--- src/rtl/kgp_ctrl_pkg.sv ---
// kgp_ctrl_pkg: shared definitions for the KGP-RISC multi-cycle controller.
//   - 3-bit state encoding (localparams plus the enum built on them)
//   - decoder op_class codes
//   - default memory-wait timeout
//   - helper that flags the two unused op_class codes
package kgp_ctrl_pkg;

    localparam logic [2:0] ST_IDLE   = 3'd0;
    localparam logic [2:0] ST_FETCH  = 3'd1;
    localparam logic [2:0] ST_DECODE = 3'd2;
    localparam logic [2:0] ST_EXEC   = 3'd3;
    localparam logic [2:0] ST_MEM    = 3'd4;
    localparam logic [2:0] ST_WB     = 3'd5;
    localparam logic [2:0] ST_HALT   = 3'd6;
    localparam logic [2:0] ST_ERROR  = 3'd7;

    typedef enum logic [2:0] {
        S_IDLE   = ST_IDLE,
        S_FETCH  = ST_FETCH,
        S_DECODE = ST_DECODE,
        S_EXEC   = ST_EXEC,
        S_MEM    = ST_MEM,
        S_WB     = ST_WB,
        S_HALT   = ST_HALT,
        S_ERROR  = ST_ERROR
    } state_e;

    localparam logic [2:0] OP_ALU    = 3'd0;
    localparam logic [2:0] OP_LOAD   = 3'd1;
    localparam logic [2:0] OP_STORE  = 3'd2;
    localparam logic [2:0] OP_BRANCH = 3'd3;
    localparam logic [2:0] OP_HALT   = 3'd4;
    localparam logic [2:0] OP_NOP    = 3'd5;

    localparam int TIMEOUT_DEFAULT = 15;

    // Codes 6 and 7 are the only ones with both upper bits set.
    function automatic logic is_illegal_op(input logic [2:0] op);
        return op[2] & op[1];
    endfunction

endpackage

--- src/rtl/multicycle_ctrl_wait_timer.sv ---
// wait_timer: CW-bit memory wait counter.
//   clk, rst   : clock, asynchronous active-low reset
//   clear      : force the count to zero (priority over count)
//   count      : increment by one this cycle
//   limit      : number of counted cycles that constitutes a timeout
//   expired    : current count equals limit-1, so one more miss is fatal
module wait_timer #(
    parameter int CW = 4
) (
    input  logic          clk,
    input  logic          rst,
    input  logic          clear,
    input  logic          count,
    input  logic [CW-1:0] limit,
    output logic          expired
);

    logic [CW-1:0] wait_cnt_q;
    logic [CW-1:0] wait_cnt_d;

    always_comb begin
        wait_cnt_d = wait_cnt_q;
        if (clear) begin
            wait_cnt_d = '0;
        end else if (count) begin
            wait_cnt_d = wait_cnt_q + 1'b1;
        end
    end

    always_ff @(posedge clk or negedge rst) begin
        if (!rst) begin
            wait_cnt_q <= '0;
        end else begin
            wait_cnt_q <= wait_cnt_d;
        end
    end

    assign expired = (wait_cnt_q == limit - 1'b1);

endmodule

--- src/rtl/multicycle_ctrl.sv ---
// multicycle_ctrl: fetch/decode/exec/mem/writeback sequencer for KGP-RISC.
//   clk, rst          : clock, asynchronous active-low reset
//   start             : leave IDLE (sampled only in IDLE)
//   op_class[2:0]     : decoder class (sampled only in DECODE)
//   mem_ready         : completion of the current memory request
//   mem_rd, mem_wr    : shared memory port requests
//   mem_sel           : 0 = PC address, 1 = data address
//   ir_we, pc_we, flag_we, reg_we : state-register write enables
//   busy, halted, err : status
// Outputs are decoded combinationally from state, op_q and mem_ready, so an
// asynchronous reset removes every request and enable immediately.
module multicycle_ctrl
    import kgp_ctrl_pkg::*;
#(
    parameter int TIMEOUT = TIMEOUT_DEFAULT,
    parameter int CW      = 4
) (
    input  logic       clk,
    input  logic       rst,
    input  logic       start,
    input  logic [2:0] op_class,
    input  logic       mem_ready,
    output logic       mem_rd,
    output logic       mem_wr,
    output logic       mem_sel,
    output logic       ir_we,
    output logic       pc_we,
    output logic       flag_we,
    output logic       reg_we,
    output logic       busy,
    output logic       halted,
    output logic       err
);

    localparam logic [CW-1:0] LIMIT = CW'(TIMEOUT);

    state_e     state_q;
    logic [2:0] op_q;
    logic       miss;
    logic       expired;

    // A miss is a request cycle without ready. Every other cycle clears the
    // counter, so it is always zero on entry into FETCH or MEM.
    assign miss = (mem_rd | mem_wr) & ~mem_ready;

    wait_timer #(.CW(CW)) u_wait_timer (
        .clk     (clk),
        .rst     (rst),
        .clear   (~miss),
        .count   (miss),
        .limit   (LIMIT),
        .expired (expired)
    );

    always_ff @(posedge clk or negedge rst) begin
        if (!rst) begin
            state_q <= S_IDLE;
            op_q    <= OP_ALU;
        end else begin
            case (state_q)
                S_IDLE: begin
                    if (start) state_q <= S_FETCH;
                end
                S_FETCH: begin
                    // Ready is checked first so it wins over the timeout.
                    if (mem_ready)    state_q <= S_DECODE;
                    else if (expired) state_q <= S_ERROR;
                end
                S_DECODE: begin
                    op_q <= op_class;
                    if (op_class == OP_HALT)          state_q <= S_HALT;
                    else if (is_illegal_op(op_class)) state_q <= S_ERROR;
                    else                              state_q <= S_EXEC;
                end
                S_EXEC: begin
                    case (op_q)
                        OP_ALU:              state_q <= S_WB;
                        OP_LOAD, OP_STORE:   state_q <= S_MEM;
                        OP_BRANCH, OP_NOP:   state_q <= S_FETCH;
                        default:             state_q <= S_ERROR;
                    endcase
                end
                S_MEM: begin
                    if (mem_ready)    state_q <= (op_q == OP_STORE) ? S_FETCH : S_WB;
                    else if (expired) state_q <= S_ERROR;
                end
                S_WB:    state_q <= S_FETCH;
                S_HALT:  state_q <= S_HALT;
                S_ERROR: state_q <= S_ERROR;
                default: state_q <= S_ERROR;
            endcase
        end
    end

    always_comb begin
        mem_rd  = 1'b0;
        mem_wr  = 1'b0;
        mem_sel = 1'b0;
        ir_we   = 1'b0;
        pc_we   = 1'b0;
        flag_we = 1'b0;
        reg_we  = 1'b0;
        busy    = 1'b0;
        halted  = 1'b0;
        err     = 1'b0;
        case (state_q)
            S_FETCH: begin
                busy   = 1'b1;
                mem_rd = 1'b1;
                ir_we  = mem_ready;
            end
            S_DECODE: busy = 1'b1;
            S_EXEC: begin
                busy    = 1'b1;
                flag_we = (op_q == OP_ALU);
                pc_we   = (op_q == OP_BRANCH) || (op_q == OP_NOP);
            end
            S_MEM: begin
                busy    = 1'b1;
                mem_sel = 1'b1;
                mem_rd  = (op_q == OP_LOAD);
                mem_wr  = (op_q == OP_STORE);
                // A store retires on its data handshake; there is no WB.
                pc_we   = (op_q == OP_STORE) & mem_ready;
            end
            S_WB: begin
                busy   = 1'b1;
                reg_we = 1'b1;
                pc_we  = 1'b1;
            end
            S_HALT:  halted = 1'b1;
            S_ERROR: err    = 1'b1;
            default: ;
        endcase
    end

endmodule

--- config.mk ---
export PLATFORM = sky130hd
export DESIGN_NAME = multicycle_ctrl
export DESIGN_NICKNAME = d
export VERILOG_FILES = /design/src/rtl/kgp_ctrl_pkg.sv /design/src/rtl/multicycle_ctrl_wait_timer.sv /design/src/rtl/multicycle_ctrl.sv
export SDC_FILE = /design/constraint.sdc
export NUM_CORES = 1
export LEC_CHECK = 0
export BUFFER_PORTS_ARGS = -buffer_cell sky130_fd_sc_hd__buf_2
export CORE_MARGIN = 2
export CORE_UTILIZATION = 46
export DETAILED_ROUTE_END_ITERATION = 10
export PLACE_DENSITY = 0.8
export SYNTH_ARGS = -nofsm -noshare
export SYNTH_HDL_FRONTEND = slang
export SYNTH_SLANG_ARGS = --single-unit
export TNS_END_PERCENT = 30
--- constraint.sdc ---
create_clock -name clk -period 1.32 [get_ports clk]
set_input_delay 0.132 -clock clk [delete_from_list [all_inputs] [get_ports clk]]
set_output_delay 0.132 -clock clk [all_outputs]
set_load 0.1 [all_outputs]
==> results of run 1 <==
[what timing repair did]
action | CTS
hold endpoints to repair | 10
buffers inserted | 7
setup endpoints to repair | 18
resized for setup | 17
hold buffers | 1
pin swaps | 10
[synth_stat cells, types with 2 or more instances]
cell,count,area [sq um]
a21oi_1,4,20.0
and3_1,3,18.8
dfrtp_1,10,250
ha_1,4,50.1
inv_1,2,7.51
mux2_1,3,33.8
nand2_1,6,22.5
nand2b_1,2,12.5
nand3_1,2,10.0
nand4_1,2,12.5
nor2_1,10,37.5
nor2b_1,2,12.5
nor3_1,4,20.0
o21ai_0,2,10.0
o21ai_1,4,20.0
xnor2_1,2,17.5
xor2_1,2,17.5
[logic make-up after synthesis]
logic type	after synthesis	synth area share (%)
buffers and inverters	7	5.25
AO/OA/AOI/OAI	17	15.4
adder cells (fa/ha/maj)	4	6.78
multiplexers	3	4.58
XOR/XNOR	4	4.75
AND/OR/NAND/NOR	39	29.3
flip-flops	10	33.9
[through the flow]
| stage | hold slack (ns) | TNS (ns) | setup slack, ns |
|---|---|---|---|
| after floorplan | -0.164 | -3.16 | -0.492 |
| after global placement | -0.00272 | -0.184 | -0.0789 |
| after detailed placement | 0.00245 | -1.00 | -0.151 |
| after CTS | 0.116 | -3.10 | -0.373 |
==> flow_summary_export.csv, run 1 <==
group,metric,value,unit
status,status,"did not finish",
status,failed_stage,"global routing",
status,error_line,"[ERROR DPL-0033] detailed placement checks failed during check placement.",
placement,gp_congestion,0.909,
placement,dp.cells,139,
yosys,syn_avg_cell_area,8.79,sq um
global_route,grt_max_degree,11,
sta,worstEpCategory,"primary output",
floorplan,rows,14,
yosys,syn_inst,84,
clocking,clk_path_buf_depth,2,
yosys,ys_ff_latch,10,
yosys,syn_area,738,sq um
floorplan,die_w,44.1,microns
placement,dp_hpwl,2250,microns
clocking,clockRootBuffer,"clkbuf_4",
yosys,synth_edf_count,0,
floorplan,io_pins,17,
clocking,clock-sinks,10,
placement,port_buffers,16,
yosys,syn_nets,95,
placement,place_area,1240,sq um
floorplan,die_h,44.1,microns
yosys,synth_top_flop_cell,"dfrtp_1",
yosys,synth_cell_types,37,
global_route,antenna_found_initial,0,
yosys,synth-seq-area-share,33.9,%
yosys,synth-async-reset-ratio,100,%
clocking,numCtsBuffers,3,
floorplan,start_util,49.0,%
yosys,yosysWarnings,0,
clocking,h-tree-depth,1,
sta,crit_endpoint,"pc_we",
==> run 2, diff against run 1 <==
Settings changed: CORE_AREA set to 2 2 63 65, CORE_MARGIN 2 to unset, CORE_UTILIZATION 46 to unset, DIE_AREA set to 0 0 65 67, PLACE_DENSITY 0.8 to unset, PLACE_DENSITY_LB_ADDON set to 0.15.
Clock period 1.32 ns to 1.7 ns, I/O delays scaled along.
==> run 2 against run 1 <==
  * The flow now finishes without violations
  * Synthesized area stayed put
  * Synthesized cell count stayed put
==> flow_summary_export.csv, run 2 <==
group,metric,value,unit
status,status,"complete, no violations",
critical_path,crit_type,"flip-flop to primary output",
yosys,synth-async-reset-ratio,100,%
placement,dp_hpwl,1530,microns
critical_path,required,1.53,ns
sta,clock.fmax,597,MHz
clocking,clock_insertion_delay_worst_skew,0.22,ns
sta,final_hold_viol_count,0,
global_route,grt_pass1_vias,670,
yosys,syn_avg_cell_area,8.79,sq um
yosys,synth_edf_count,0,
yosys,yosysTopAreaCellShare,33.9,%
global_route,grt_pass1_wl,3260,microns
placement,gp_congestion,0.789,
yosys,synth_cell_types,37,
clocking,clk_path_buf_depth,2,
clocking,cts_tree,"built",
layout,layout.nets,123,
placement,preCtsSetupSlack,0.145,ns
critical_path,r2r-start,"state_q[0]$_DFFE_PN0P_",
yosys,syn_area,738,sq um
yosys,synth.area.top_cells,"dfrtp_1 34%, ha_1 6.8%, nor2_1 5.1%",
yosys,synth_top_flop_cell,"dfrtp_1",
drt,routed_wl,1910,microns
sta,finalCritPeriodShare,98.5,%
sta,setup_viol_count_final,0,
floorplan,rows,22,
clocking,numCtsBuffers,3,
clocking,h-tree-depth,1,
yosys,yosysWarnings,0,
drt,routed_via_density,4.28,
drt,vias,677,
critical_path,path_max_fanout,4,
sta,min_period,1.67,ns
sta,skew,0.000471,ns
drt,firstDrtPassIters,4,
placement,port_buffers,16,
drt,wl_per_cell,12.1,microns
layout,largest_register_ffs,4,
floorplan,coreArea,3610,sq um
yosys,synth_top_area_cell,"dfrtp_1",
job,max-cap-violations,0,
floorplan,io_pins,17,
yosys,synth-seq-area-share,33.9,%
sta,setup-tns-final,0,ns
floorplan,floorplan.die_area,4360,sq um
global_route,track_usage,9.67,%
floorplan,die_w,65,microns
clocking,clk_pin_slew,0.04,ns
critical_path,cp_data_arrival_time,1.50,ns
critical_path,critPathCaptureType,"primary output",
layout,layout_common_cells,"10 x buf_12, 10 x buf_4, 8 x dfrtp_1",
floorplan,start_util,20.5,%
floorplan,die_h,67,microns
clocking,clock-sinks,10,
drt,ant_nets,0,
yosys,syn_inst,84,
layout,top_register,"u_wait_timer.wait_cnt_q",
sta,drv_slew,0,
yosys,ys_ff_latch,10,
sta,max_slew.worst_pin.slew,0.330,ns
drt,drt_iter0_drc,16,
critical_path,cp-start-kind,"flip-flop",
hold_path,min_path_type,"input pin to flip-flop",
hold_path,hold_path.startpoint,"op_class[2]",
sta,rsz0062_at_grt,"yes",
layout,drive_above_1_share,42.7,%
global_route,antenna_found_initial,0,
critical_path,cp-startpoint,"op_q[1]$_DFFE_PN0N_",
layout,area_growth,61.7,%
sta,slew_headroom,78.0,%
yosys,ys_top_cells_by_count,"10 x dfrtp_1, 10 x nor2_1, 6 x nand2_1",
clocking,clockRootBuffer,"clkbuf_8",
global_route,grt_max_degree,13,
drt,route.detailed.drc,0,
global_route,gr-total-overflow,0,
sta,fin_ws,0.0252,ns
layout,n_antenna_cell,0,
yosys,syn_nets,95,
layout,biggestRegsByFlops,"u_wait_timer.wait_cnt_q x4, op_q x3, state_q x3",
## run 2: cell counts after synthesis
No cell type changed its count.
## run 2: timing repair
item	CTS	global route
buffers inserted	0	2
hold buffers	1	0
pin swaps	1	1
endpoints found under the setup margin	2	4
endpoints found under the hold margin	10	0
resized for setup	1	4
## run 2: kinds of logic after synthesis
logic type	after synthesis	synth area share, %
compound gates	17	15.4
flops	10	33.9
fa+ha+maj	4	6.78
buf+inv	7	5.25
xor+xnor	4	4.75
simple gates	39	29.3
mux	3	4.58
## run 2: final timing paths
check	slack, ns	to	cells after the start
max reg2reg	0.14	state_q[0]$_DFFE_PN0P_	5
max in group asynchronous	1.15	state_q[1]$_DFFE_PN0P_	2
min in group asynchronous	0.34	state_q[0]$_DFFE_PN0P_	2
min	0.20	op_q[2]$_DFFE_PN0N_	2
max	0.03	mem_rd	4
min reg2reg	0.49	u_wait_timer.wait_cnt_q[0]$_DFF_PN0_	1
## run 2: cell type report
cell class / instances / area (sq um)
Clock buffer: 3 / 41.3
Timing Repair Buffer: 27 / 315
Inverter: 3 / 11.3
Multi-Input combinational cell: 67 / 513
Fill cell: 376 / 2410
Sequential cell: 10 / 253
Tap cell: 48 / 60.1
## run 2: layer usage
layer	part of all wire, %	track usage (%)	vias up
met1	48	13.5	310
met4	0.63	2.39	0
met3	3.3	1.69	2
met2	48	15.3	12
met5	0	0	-
li1	-	-	353
## run 2: worst max-delay path, cell delays in order, from the launching register on
cell	delay, ns
dfrtp_1	0.39
nand2b_1	0.17
or3_4	0.35
a21oi_4	0.18
buf_12	0.19
## run 2: metrics by stage
stage                     hold slack, ns  utilization [%]  area, sq um  cells
after floorplan                   -0.126                -          791     84
after global placement            0.0397             30.8         1110    152
after detailed placement          0.0464             30.8         1110    152
after CTS                          0.198             32.2         1160    156
after global routing               0.189             33.1         1190    158
final                              0.197             33.1         1190    158
Power of run 2 is left out: the tool's default activity adds up to more than one toggle a clock period on the data nets, which glitch-free logic cannot reach.
